`config.mk`:
```
export PLATFORM = sky130hd
export DESIGN_NAME = gated_register
export DESIGN_NICKNAME = d
export VERILOG_FILES = /design/src/rtl/gated_register_pkg.sv /design/src/rtl/gated_register_parity_calc.sv /design/src/rtl/gated_register.sv
export SDC_FILE = /design/constraint.sdc
export NUM_CORES = 1
export LEC_CHECK = 0
export CORE_AREA = 2 2 39 41
export DETAILED_ROUTE_END_ITERATION = 8
export DIE_AREA = 0 0 41 43
export PLACE_DENSITY = 0.68
export SLEW_MARGIN = 20
export SYNTH_ARGS = -nofsm -noshare
export SYNTH_HDL_FRONTEND = slang
export SYNTH_SLANG_ARGS = --single-unit
```
`constraint.sdc`:
```
create_clock -name clk -period 2.1 [get_ports clk]
set_input_delay 0.63 -clock clk [delete_from_list [all_inputs] [get_ports clk]]
set_output_delay 0.63 -clock clk [all_outputs]
set_load 0.1 [all_outputs]
```
`src/rtl/gated_register_pkg.sv`:
```
// Shared constants and data-word type for gated_register and the datapaths that instantiate it.
package gated_register_pkg;

  localparam int unsigned DEFAULT_WIDTH = 8;
  localparam logic [DEFAULT_WIDTH-1:0] DEFAULT_RESET_VALUE = '0;

  typedef logic [DEFAULT_WIDTH-1:0] word_t;

endpackage : gated_register_pkg

```
`src/rtl/gated_register_parity_calc.sv`:
```
// Combinational even-parity (XOR reduction) of a WIDTH-bit word.
module gated_register_parity_calc
  import gated_register_pkg::*;
#(
  parameter int unsigned WIDTH = DEFAULT_WIDTH
) (
  input  logic [WIDTH-1:0] data_i,
  output logic             parity_c
);

  assign parity_c = ^data_i;

endmodule : gated_register_parity_calc

```
`src/rtl/gated_register.sv`:
```
// Load-enable storage register with asynchronous active-high clear.
// Optional stored parity bit (port Rpar) under GATED_REGISTER_PARITY_EN.
module gated_register
  import gated_register_pkg::*;
#(
  parameter int unsigned      WIDTH       = DEFAULT_WIDTH,
  parameter logic [WIDTH-1:0] RESET_VALUE = WIDTH'(DEFAULT_RESET_VALUE)
) (
  input  logic             clk,
  input  logic             reset,
  input  logic             en,
  input  logic [WIDTH-1:0] Rin,
  output logic [WIDTH-1:0] Rout
`ifdef GATED_REGISTER_PARITY_EN
  ,
  output logic             Rpar
`endif
);

  logic [WIDTH-1:0] rout_d;
  logic [WIDTH-1:0] rout_q;

  always_comb begin
    rout_d = rout_q;
    if (en) begin
      rout_d = Rin;
    end
  end

  // Reset branch first so an X/Z enable or data cannot disturb the cleared value.
  always_ff @(posedge clk or posedge reset) begin
    if (reset) begin
      rout_q <= RESET_VALUE;
    end else begin
      rout_q <= rout_d;
    end
  end

  assign Rout = rout_q;

`ifdef GATED_REGISTER_PARITY_EN
  localparam logic RESET_PARITY = ^RESET_VALUE;

  logic rin_parity_c;
  logic rpar_d;
  logic rpar_q;

  gated_register_parity_calc #(
    .WIDTH (WIDTH)
  ) u_parity_calc (
    .data_i   (Rin),
    .parity_c (rin_parity_c)
  );

  always_comb begin
    rpar_d = rpar_q;
    if (en) begin
      rpar_d = rin_parity_c;
    end
  end

  // Shares enable, clear and edge with rout_q so Rpar always tracks ^Rout.
  always_ff @(posedge clk or posedge reset) begin
    if (reset) begin
      rpar_q <= RESET_PARITY;
    end else begin
      rpar_q <= rpar_d;
    end
  end

  assign Rpar = rpar_q;
`endif

endmodule : gated_register

```
# ---- Word level (Yosys, flattened, before mapping)
# Index checks and enable logic that the tools add are counted.
dict set report totals {
  input_bits 11
  word_cells 1
  regBits 8
  out_inout_bits 8
}

# ---- Longest topological paths before layout
# Gate-level depths: netlist of the first run.
dict set report depth {
  word_depth 0
  depth_mapped 2
  depth_no_buf 1
}

# ---- Worst setup path after synthesis of the first run
# OpenSTA, ideal clock, no wires.
dict set report synth_path {
  path_kind {flip-flop to output port}
  start {register rout_q[0] (netlist: Rout[0])}
  end {output Rout[0]}
  path_buffers 0
  arrival_ns 0.898
  stages_incl_launch_ff 1
  path_slack_ns 0.572
  cell_sequence {dfrtp_1}
}
# item line_no
set synth_lines {}
lappend synth_lines {{start, declared} gated_register.sv:21} ;# logic [WIDTH-1:0] rout_q;
lappend synth_lines {{start signal, assigned} gated_register.sv:35} ;# rout_q <= rout_d;
lappend synth_lines {{end, declared} gated_register.sv:13} ;# output logic [WIDTH-1:0] Rout
# No word-level cell between the ends.

# ---- Worst setup path in the final report of the first run
dict set report layout_path {
  start {input en}
  end {register rout_q[6] (netlist: Rout[6])}
}
# item line_no
set layout_lines {}
lappend layout_lines {{start, declared} gated_register.sv:11} ;# input logic en,
# No word-level cell between the ends.

==> results.py, run 1 <==
metrics = {
    "timing": {
        "hold_viol_final": 0,
        "tightestPinTransition_ns": 0.298,
        "slew_viol_final": 0,
        "finalCriticalPeriod_ns": 1.57,
        "setup_viol": 0,
        "fin_worst_skew_ns": 0,
        "slew_headroom_pct": 80.1,
        "fmax_mhz": 638,
        "fin_crit_sh_pct": 74.6,
        "rsz0062_at_grt": "false",
        "tns_ns": 0,
    },
    "clock_network": {
        "cts.repair.resized": 0,
        "cts_buffers": 3,
        "post_cts_buffers": 0,
        "htreeDepth": 1,
        "path_clk_slew_ns": 0.05,
        "insertion_delay_ns": 0.24,
        "cts_tree": "done",
        "cts_buffer_depth": 2,
        "clock_sinks": 8,
        "holdBufCountCts": 0,
        "clock-root-buffer": "clkbuf_4",
    },
    "floorplan": {
        "die_width_microns": 41,
        "initial_core_util_pct": 24.2,
        "die_area_sq_um": 1760,
        "die_y_microns": 43,
        "ioPinCount": 19,
        "num_rows": 14,
        "core_area_sq_um": 1380,
    },
    "critical_path": {
        "crit_family": "buffers and inverters",
        "path_cells": "clkdlybuf4s50_1 -> buf_12 -> mux2_4",
        "cp-end-kind": "register",
        "worstSetupPathType": "in2reg",
        "path_buf_inv": 2,
        "critPathRequiredTime_ns": 2.22,
        "crit_path_max_fanout": 6,
        "max_stage_delay_ns": 0.59,
        "worstPathArrival_ns": 1.69,
        "cp_slowest_cell": "clkdlybuf4s50_1",
        "start_kind": "primary input",
    },
    "layout": {
        "largest_reg_flops": 8,
        "drive_above_1_share_pct": 51.3,
        "mostFrequentLayoutCell": "clkdlybuf4s50_1",
        "fillers": 124,
        "mostFrequentLayoutCells": "clkdlybuf4s50_1, buf_12, dfrtp_1, mux2_4, clkbuf_4",
        "final_nets": 52,
        "utilization_pct": 46.7,
        "design_area_sq_um": 647,
        "final_cells": 55,
        "area_delta_synth_final_pct": 92.9,
        "n_antenna_cell": 0,
    },
    "placement": {
        "placement.io_buffers": 18,
        "gp_congestion": 0.548,
        "dp_cells": 52,
        "place_area_sq_um": 624,
    },
    "global_routing": {
        "grt_pass1_wl_microns": 1050,
        "grt_pass1_vias": 274,
        "track_usage_pct": 9.12,
        "gr-total-overflow": 0,
        "grt_max_degree": 9,
        "grt_antenna_before_repair": 0,
    },
    "pwr": {
        "ir_worst_vdd_v": 0.000385,
        "p_leak_nw": 0.302,
        "pwr_density_cell_nw_per_um2": 825,
    },
    "synthesis": {
        "synth_compound_area_share_pct": 0,
        "synthXorXnorAreaFrac_pct": 0,
        "ys_seq_elements": 8,
        "synth_fp_nets": 29,
        "yosys_warnings": 0,
        "yosys.cell_types.count": 4,
        "yosysSeqAreaShare_pct": 59.7,
        "syn-cell-area_sq_um": 335,
        "synthSimpleGateAreaFrac_pct": 0,
        "synth_area_per_cell_sq_um": 18.6,
        "syn-instance-count": 18,
        "synthMuxAreaShare_pct": 35.8,
        "synth-adder-area-share_pct": 0,
        "synth_top_family_by_area": "multiplexers",
    },
    "drt": {
        "drcViolationCount": 0,
        "first_pass_iters": 1,
        "via_count": 222,
        "wl_per_cell_microns": 11.8,
        "wirelength_microns": 650,
        "vias_per_cell": 4.04,
        "ant_nets": 0,
        "drt_iter0_drc": 0,
    },
    "hold_path": {
        "min_path_type": "reg2reg",
    },
    "flow_run": {
        "drv_cap": 0,
    },
    "outcome": {
        "status": "finished, final reports clean",
    },
}
==> metal layers <==
layer	track usage [%]	up-vias	part of all wire [%]
met5	0	-	0
met4	2.00	0	0
met3	4.71	0	13
met2	14.4	16	48
met1	10.6	103	39
li1	-	103	-
==> area by class of cell <==
cell class / instances / area [sq um] / area share [%]
Timing Repair Buffer: 19 / 280 / 43.3
Sequential cell: 8 / 200 / 30.9
Multi-Input combinational cell: 8 / 120 / 18.6
Clock buffer: 3 / 22.5 / 3.48
Tap cell: 16 / 20.0 / 3.09
Inverter: 1 / 3.75 / 0.580
==> report_power, final <==
part           total [mW]  internal [mW]  switching [mW]
sequential          0.187          0.170          0.0173
combinational       0.239          0.102           0.137
clock               0.107         0.0648          0.0427
total               0.534          0.336           0.197
==> per-stage QoR <==
stage	power (mW)	setup slack, ns	hold WS [ns]
5_1_grt	0.559	0.513	0.595
3_3_place_gp	0.428	0.312	0.563
6_report	0.534	0.533	0.575
4_1_cts	0.542	0.537	0.576
3_5_place_dp	0.430	0.282	0.561
2_1_floorplan	0.328	0.572	0.446
==> synthesized netlist by cell type <==
master   n  area share (%)
mux2_4   8              36
buf_6    1             3.4
inv_1    1             1.1
dfrtp_1  8              60
==> final timing paths <==
kind / from / endpoint / slack (ns) / depth (start not counted)
setup / recovery: en / Rout[6] / 0.53 / 3
hold / removal: Rout[6] / Rout[6] / 0.57 / 1
setup reg to reg: Rout[4] / Rout[4] / 1.30 / 1
hold reg to reg: Rout[6] / Rout[6] / 0.57 / 1
max in group asynchronous: reset / Rout[2] / 1.24 / 2
min in group asynchronous: reset / Rout[0] / 0.63 / 2
==> cell families (layout without fill, tap and decap cells) <==
logic type	after synthesis	after routing
DFF	8	8
buffers and inverters	2	23
muxes	8	8
(Power assumes the default switching activity.)
==> run 2, diff against run 1 <==
--- a/config.mk
+++ b/config.mk
@@ -8,7 +8,7 @@
 export CORE_AREA = 2 2 39 41
 export DETAILED_ROUTE_END_ITERATION = 8
 export DIE_AREA = 0 0 41 43
-export PLACE_DENSITY = 0.68
+export PLACE_DENSITY = 0.7
 export SLEW_MARGIN = 20
 export SYNTH_ARGS = -nofsm -noshare
 export SYNTH_HDL_FRONTEND = slang
==> constraint.sdc (replaced) <==
create_clock -name clk -period 1.42 [get_ports clk]
set_input_delay 0.426 -clock clk [delete_from_list [all_inputs] [get_ports clk]]
set_output_delay 0.426 -clock clk [all_outputs]
set_load 0.1 [all_outputs]
==> run 2 against run 1 <==
- count of clock-buffer cells in the layout unchanged
- largest power group unchanged
- utilization down 0.36 points
- design area down 0.77%
- total power up 51%
==> results.py, run 2 (synthesis results as in run 1) <==
metrics = {
    "global_routing": {
        "grt_antenna_before_repair": 0,
        "grt_max_degree": 9,
        "grt_pass1_vias": 238,
        "track_usage_pct": 10.3,
        "grt_pass1_wl_microns": 1060,
        "gr-total-overflow": 0,
    },
    "layout": {
        "mostFrequentLayoutCell": "clkdlybuf4s50_1",
        "fillers": 121,
        "final_cells": 56,
        "final_nets": 53,
        "utilization_pct": 46.4,
        "mostFrequentLayoutCells": "clkdlybuf4s50_1, dfrtp_1, mux2_4, buf_12, clkbuf_4",
        "design_area_sq_um": 642,
        "largest_reg_flops": 8,
        "drive_above_1_share_pct": 52.5,
        "area_delta_synth_final_pct": 91.4,
        "n_antenna_cell": 0,
    },
    "floorplan": {
        "initial_core_util_pct": 24.2,
        "num_rows": 14,
        "ioPinCount": 19,
        "die_width_microns": 41,
        "die_y_microns": 43,
        "core_area_sq_um": 1380,
        "die_area_sq_um": 1760,
    },
    "clock_network": {
        "insertion_delay_ns": 0.26,
        "path_clk_slew_ns": 0.05,
        "cts.repair.resized": 0,
        "htreeDepth": 1,
        "clock_sinks": 8,
        "cts_buffer_depth": 2,
        "clock-root-buffer": "clkbuf_4",
        "holdBufCountCts": 0,
        "cts_buffers": 3,
        "post_cts_buffers": 0,
        "cts_tree": "done",
    },
    "timing": {
        "tightestPinTransition_ns": 0.308,
        "finalCriticalPeriod_ns": 1.28,
        "setup_viol": 0,
        "rsz0062_at_grt": "false",
        "slew_headroom_pct": 79.4,
        "fin_worst_skew_ns": 0,
        "slew_viol_final": 0,
        "hold_viol_final": 0,
        "tns_ns": 0,
        "fmax_mhz": 780,
        "fin_crit_sh_pct": 90.3,
        "holdWs_ns": 0.414,
    },
    "placement": {
        "placement.io_buffers": 18,
        "place_area_sq_um": 619,
        "gp_congestion": 0.648,
        "dp_cells": 53,
        "dp_hpwl_microns": 509,
    },
    "critical_path": {
        "rr_startpoint": "Rout[0]",
        "max_stage_delay_ns": 0.41,
        "cp-end-kind": "output port",
        "cp_slowest_cell": "dfrtp_1",
        "start_kind": "register",
        "path_buf_inv": 1,
        "rrSetupSlack_ns": 0.61,
        "worstSetupPathDepth": 1,
        "path_cells": "buf_12",
        "rr_worst_depth": 1,
        "worstPathArrival_ns": 0.86,
        "reg2reg_to": "Rout[0]",
        "crit_family": "flip-flops",
        "critPathRequiredTime_ns": 0.99,
        "worstSetupPathType": "reg2out",
        "crit_path_max_fanout": 2,
    },
    "drt": {
        "drt_iter0_drc": 2,
        "first_pass_iters": 4,
        "wl_per_cell_microns": 12.1,
        "vias_per_cell": 4.14,
        "via_count": 232,
        "ant_nets": 0,
        "wirelength_microns": 675,
        "drcViolationCount": 0,
    },
    "pwr": {
        "power.net_switching_mw": 0.308,
        "p_seq_share_pct": 34.5,
        "p_int_mw": 0.497,
        "pwr_density_cell_nw_per_um2": 1250,
        "swShare_pct": 38.3,
        "pwr-share-clk_pct": 22.0,
        "comb_power_share_pct": 43.5,
        "p_leak_nw": 0.302,
        "ir_worst_vdd_v": 0.000562,
    },
    "hold_path": {
        "min_path_type": "in2async",
    },
    "outcome": {
        "status": "finished, final reports clean",
    },
    "flow_run": {
        "drv_cap": 0,
    },
}
run 2: cell types whose count changed in the layout (fill, tap and decap cells not counted), sizes merged:
| cell | previous run | this run |
|---|---|---|
| buf | 9 | 10 |
run 2: layer usage:
| layer | global-route usage [%] | routed length [microns] | vias up |
|---|---|---|---|
| met3 | 6.28 | 67 | 4 |
| met5 | 0 | 0 | - |
| met1 | 11.7 | 275 | 111 |
| met4 | 10.0 | 31 | 0 |
| met2 | 12.2 | 300 | 13 |
| li1 | - | - | 104 |
run 2: power by group through the flow:
stage	registers, mW	logic (mW)	clock network, mW
after detailed placement	0.281	0.352	0
after floorplan	0.436	0.0491	0
after global placement	0.282	0.349	0
final	0.277	0.350	0.177
after CTS	0.278	0.352	0.184
after global routing	0.280	0.359	0.188
run 2: per-stage QoR:
stage / total power, mW / worst slack (ns)
final: 0.804 / 0.138
after global routing: 0.827 / 0.116
after CTS: 0.814 / 0.129
after detailed placement: 0.633 / -0.0695
after global placement: 0.631 / -0.0512
after floorplan: 0.485 / 0.0964
run 2: worst max-delay path by stage:
stage	startpoint	to
CTS	Rout[5]	Rout[5]
global route	Rout[5]	Rout[5]
detailed placement	en	Rout[0]
global placement	en	Rout[4]
floorplan	Rout[0]	Rout[0]
finish	Rout[5]	Rout[5]
run 2: cell type report:
class | instances | area [sq um] | area share, %
repair buffers | 20 | 275 | 42.9
well taps | 16 | 20.0 | 3.12
clock buffers | 3 | 22.5 | 3.51
multi-input cells | 8 | 120 | 18.7
inverters | 1 | 3.75 | 0.585
flip-flops and latches | 8 | 200 | 31.2
==> run 3, diff against run 2 <==
--- a/config.mk
+++ b/config.mk
@@ -5,10 +5,11 @@
 export SDC_FILE = /design/constraint.sdc
 export NUM_CORES = 1
 export LEC_CHECK = 0
-export CORE_AREA = 2 2 39 41
+export CELL_PAD_IN_SITES_DETAIL_PLACEMENT = 1
+export CELL_PAD_IN_SITES_GLOBAL_PLACEMENT = 1
+export CORE_UTILIZATION = 24
 export DETAILED_ROUTE_END_ITERATION = 8
-export DIE_AREA = 0 0 41 43
-export PLACE_DENSITY = 0.7
+export PLACE_DENSITY = 0.8
 export SLEW_MARGIN = 20
 export SYNTH_ARGS = -nofsm -noshare
 export SYNTH_HDL_FRONTEND = slang
==> constraint.sdc (replaced) <==
create_clock -name clk -period 1.42 [get_ports clk]
set_input_delay 0.426 -clock clk [delete_from_list [all_inputs] [get_ports clk]]
set_output_delay 0.426 -clock clk [all_outputs]
set_load 0.005 [all_outputs]
==> run 3 against run 2 <==
- critical path depth is the same
- cell count is the same
- first-iteration DRC count shrank 50%
- register-to-register slack lost 0.09 ns
- clock power shrank 8%
- die area shrank 12%
- critical path type unchanged
- critical endpoint is now Rout[0]
- largest power group is now registers
==> results.py, run 3 (synthesis results as in run 1) <==
metrics = {
    "outcome": {
        "status": "finished, final reports clean",
    },
    "global_routing": {
        "grt_pass1_vias": 246,
        "grt_pass1_wl_microns": 1260,
        "track_usage_pct": 12.8,
        "grt_max_degree": 9,
        "grt_antenna_before_repair": 0,
        "gr-total-overflow": 0,
    },
    "timing": {
        "fin_worst_skew_ns": 0,
        "holdWs_ns": 0.426,
        "rsz0062_at_grt": "false",
        "hold_viol_final": 0,
        "setup_viol": 0,
        "slew_headroom_pct": 80.5,
        "fin_crit_sh_pct": 93.2,
        "fmax_mhz": 755,
        "finalCriticalPeriod_ns": 1.32,
        "slew_viol_final": 0,
        "tightestPinTransition_ns": 0.292,
        "tns_ns": 0,
        "final.setup.worst_slack_ns": 0.0963,
    },
    "floorplan": {
        "die_y_microns": 39.4,
        "num_rows": 13,
        "ioPinCount": 19,
        "initial_core_util_pct": 25.8,
        "die_width_microns": 39.4,
        "core_area_sq_um": 1300,
        "die_area_sq_um": 1550,
    },
    "critical_path": {
        "path_cells": "dlygate4sd2_1",
        "rr_startpoint": "Rout[0]",
        "worstPathArrival_ns": 0.90,
        "crit_family": "flip-flops",
        "cp-end-kind": "output port",
        "cp_slowest_cell": "dfrtp_1",
        "rrSetupSlack_ns": 0.52,
        "path_buf_inv": 1,
        "start_kind": "register",
        "max_stage_delay_ns": 0.39,
        "worstSetupPathType": "reg2out",
        "crit_start": "Rout[0]",
        "critPathRequiredTime_ns": 0.99,
        "crit_path_max_fanout": 2,
    },
    "clock_network": {
        "cts_buffers": 3,
        "path_clk_slew_ns": 0.05,
        "insertion_delay_ns": 0.24,
        "cts_tree": "done",
        "clock-root-buffer": "clkbuf_4",
        "clock_sinks": 8,
        "cts_buffer_depth": 2,
        "htreeDepth": 1,
    },
    "placement": {
        "placement.io_buffers": 18,
        "post-place-ws_ns": -0.0718,
        "gp_congestion": 0.614,
        "dp_hpwl_microns": 628,
        "place_area_sq_um": 538,
        "dp_cells": 52,
    },
    "flow_run": {
        "drv_cap": 0,
    },
    "layout": {
        "area_delta_synth_final_pct": 66.4,
        "n_antenna_cell": 0,
        "final_cells": 56,
        "largest_reg_flops": 8,
        "drive_above_1_share_pct": 34.1,
        "utilization_pct": 42.9,
        "final_nets": 54,
        "mostFrequentLayoutCells": "clkdlybuf4s50_1, dfrtp_1, mux2_4, dlygate4sd2_1",
        "design_area_sq_um": 558,
        "mostFrequentLayoutCell": "clkdlybuf4s50_1",
    },
    "hold_path": {
        "min_path_type": "in2async",
    },
    "drt": {
        "drt_iter0_drc": 1,
        "wirelength_microns": 778,
        "vias_per_cell": 4.05,
        "first_pass_iters": 2,
        "drcViolationCount": 0,
        "wl_per_cell_microns": 13.9,
        "via_count": 227,
        "ant_nets": 0,
    },
    "pwr": {
        "p_leak_nw": 0.274,
        "p_int_mw": 0.433,
        "comb_power_share_pct": 21.9,
        "power.net_switching_mw": 0.112,
        "fin_total_pwr_mw": 0.545,
        "pwr-share-clk_pct": 29.6,
        "p_seq_share_pct": 48.5,
        "ir_worst_vdd_v": 0.000426,
        "swShare_pct": 20.6,
        "pwr_density_cell_nw_per_um2": 977,
    },
}
[run 3: layer usage]
metal  global-route usage (%)  up-vias  wire, microns  part of all wire [%]
met5                        0        -              0                     0
met4                     5.17        0              0                     0
met3                     3.41        0             13                   1.7
met2                     19.2        2            438                    56
met1                     17.4      118            326                    42
li1                         -      107              -                     -
[run 3: worst reg2reg max path, stage by stage, from the launching register on]
cell     delay (ns)
dfrtp_1        0.39
buf_4          0.14
mux2_4         0.26
[run 3: path summary, 6_finish.rpt]
path,endpoint,cells after the start
max,Rout[0],1
min in group clk,Rout[3],1
max reg2reg,Rout[0],2
min reg2reg,Rout[3],1
max in group asynchronous,Rout[4],2
min,Rout[2],2
[run 3: layout make-up]
cell class              count  area (sq um)
well taps                  15          18.8
repair buffers             21           193
clock buffers               3          22.5
flip-flops and latches      8           200
inverters                   1          3.75
fillers                   145           743
multi-input cells           8           120
[run 3: power by group through the flow]
stage / logic, mW / registers, mW / clock network, mW
global route: 0.129 / 0.268 / 0.189
CTS: 0.122 / 0.264 / 0.173
floorplan: 0.0484 / 0.269 / 0
global placement: 0.129 / 0.267 / 0
detailed placement: 0.132 / 0.269 / 0
finish: 0.119 / 0.264 / 0.162
[run 3: timing repair]
action,CTS,global route
hold buffers,0,0
resized for setup,8,0
endpoints found under the setup margin,8,0
buffers inserted,1,0
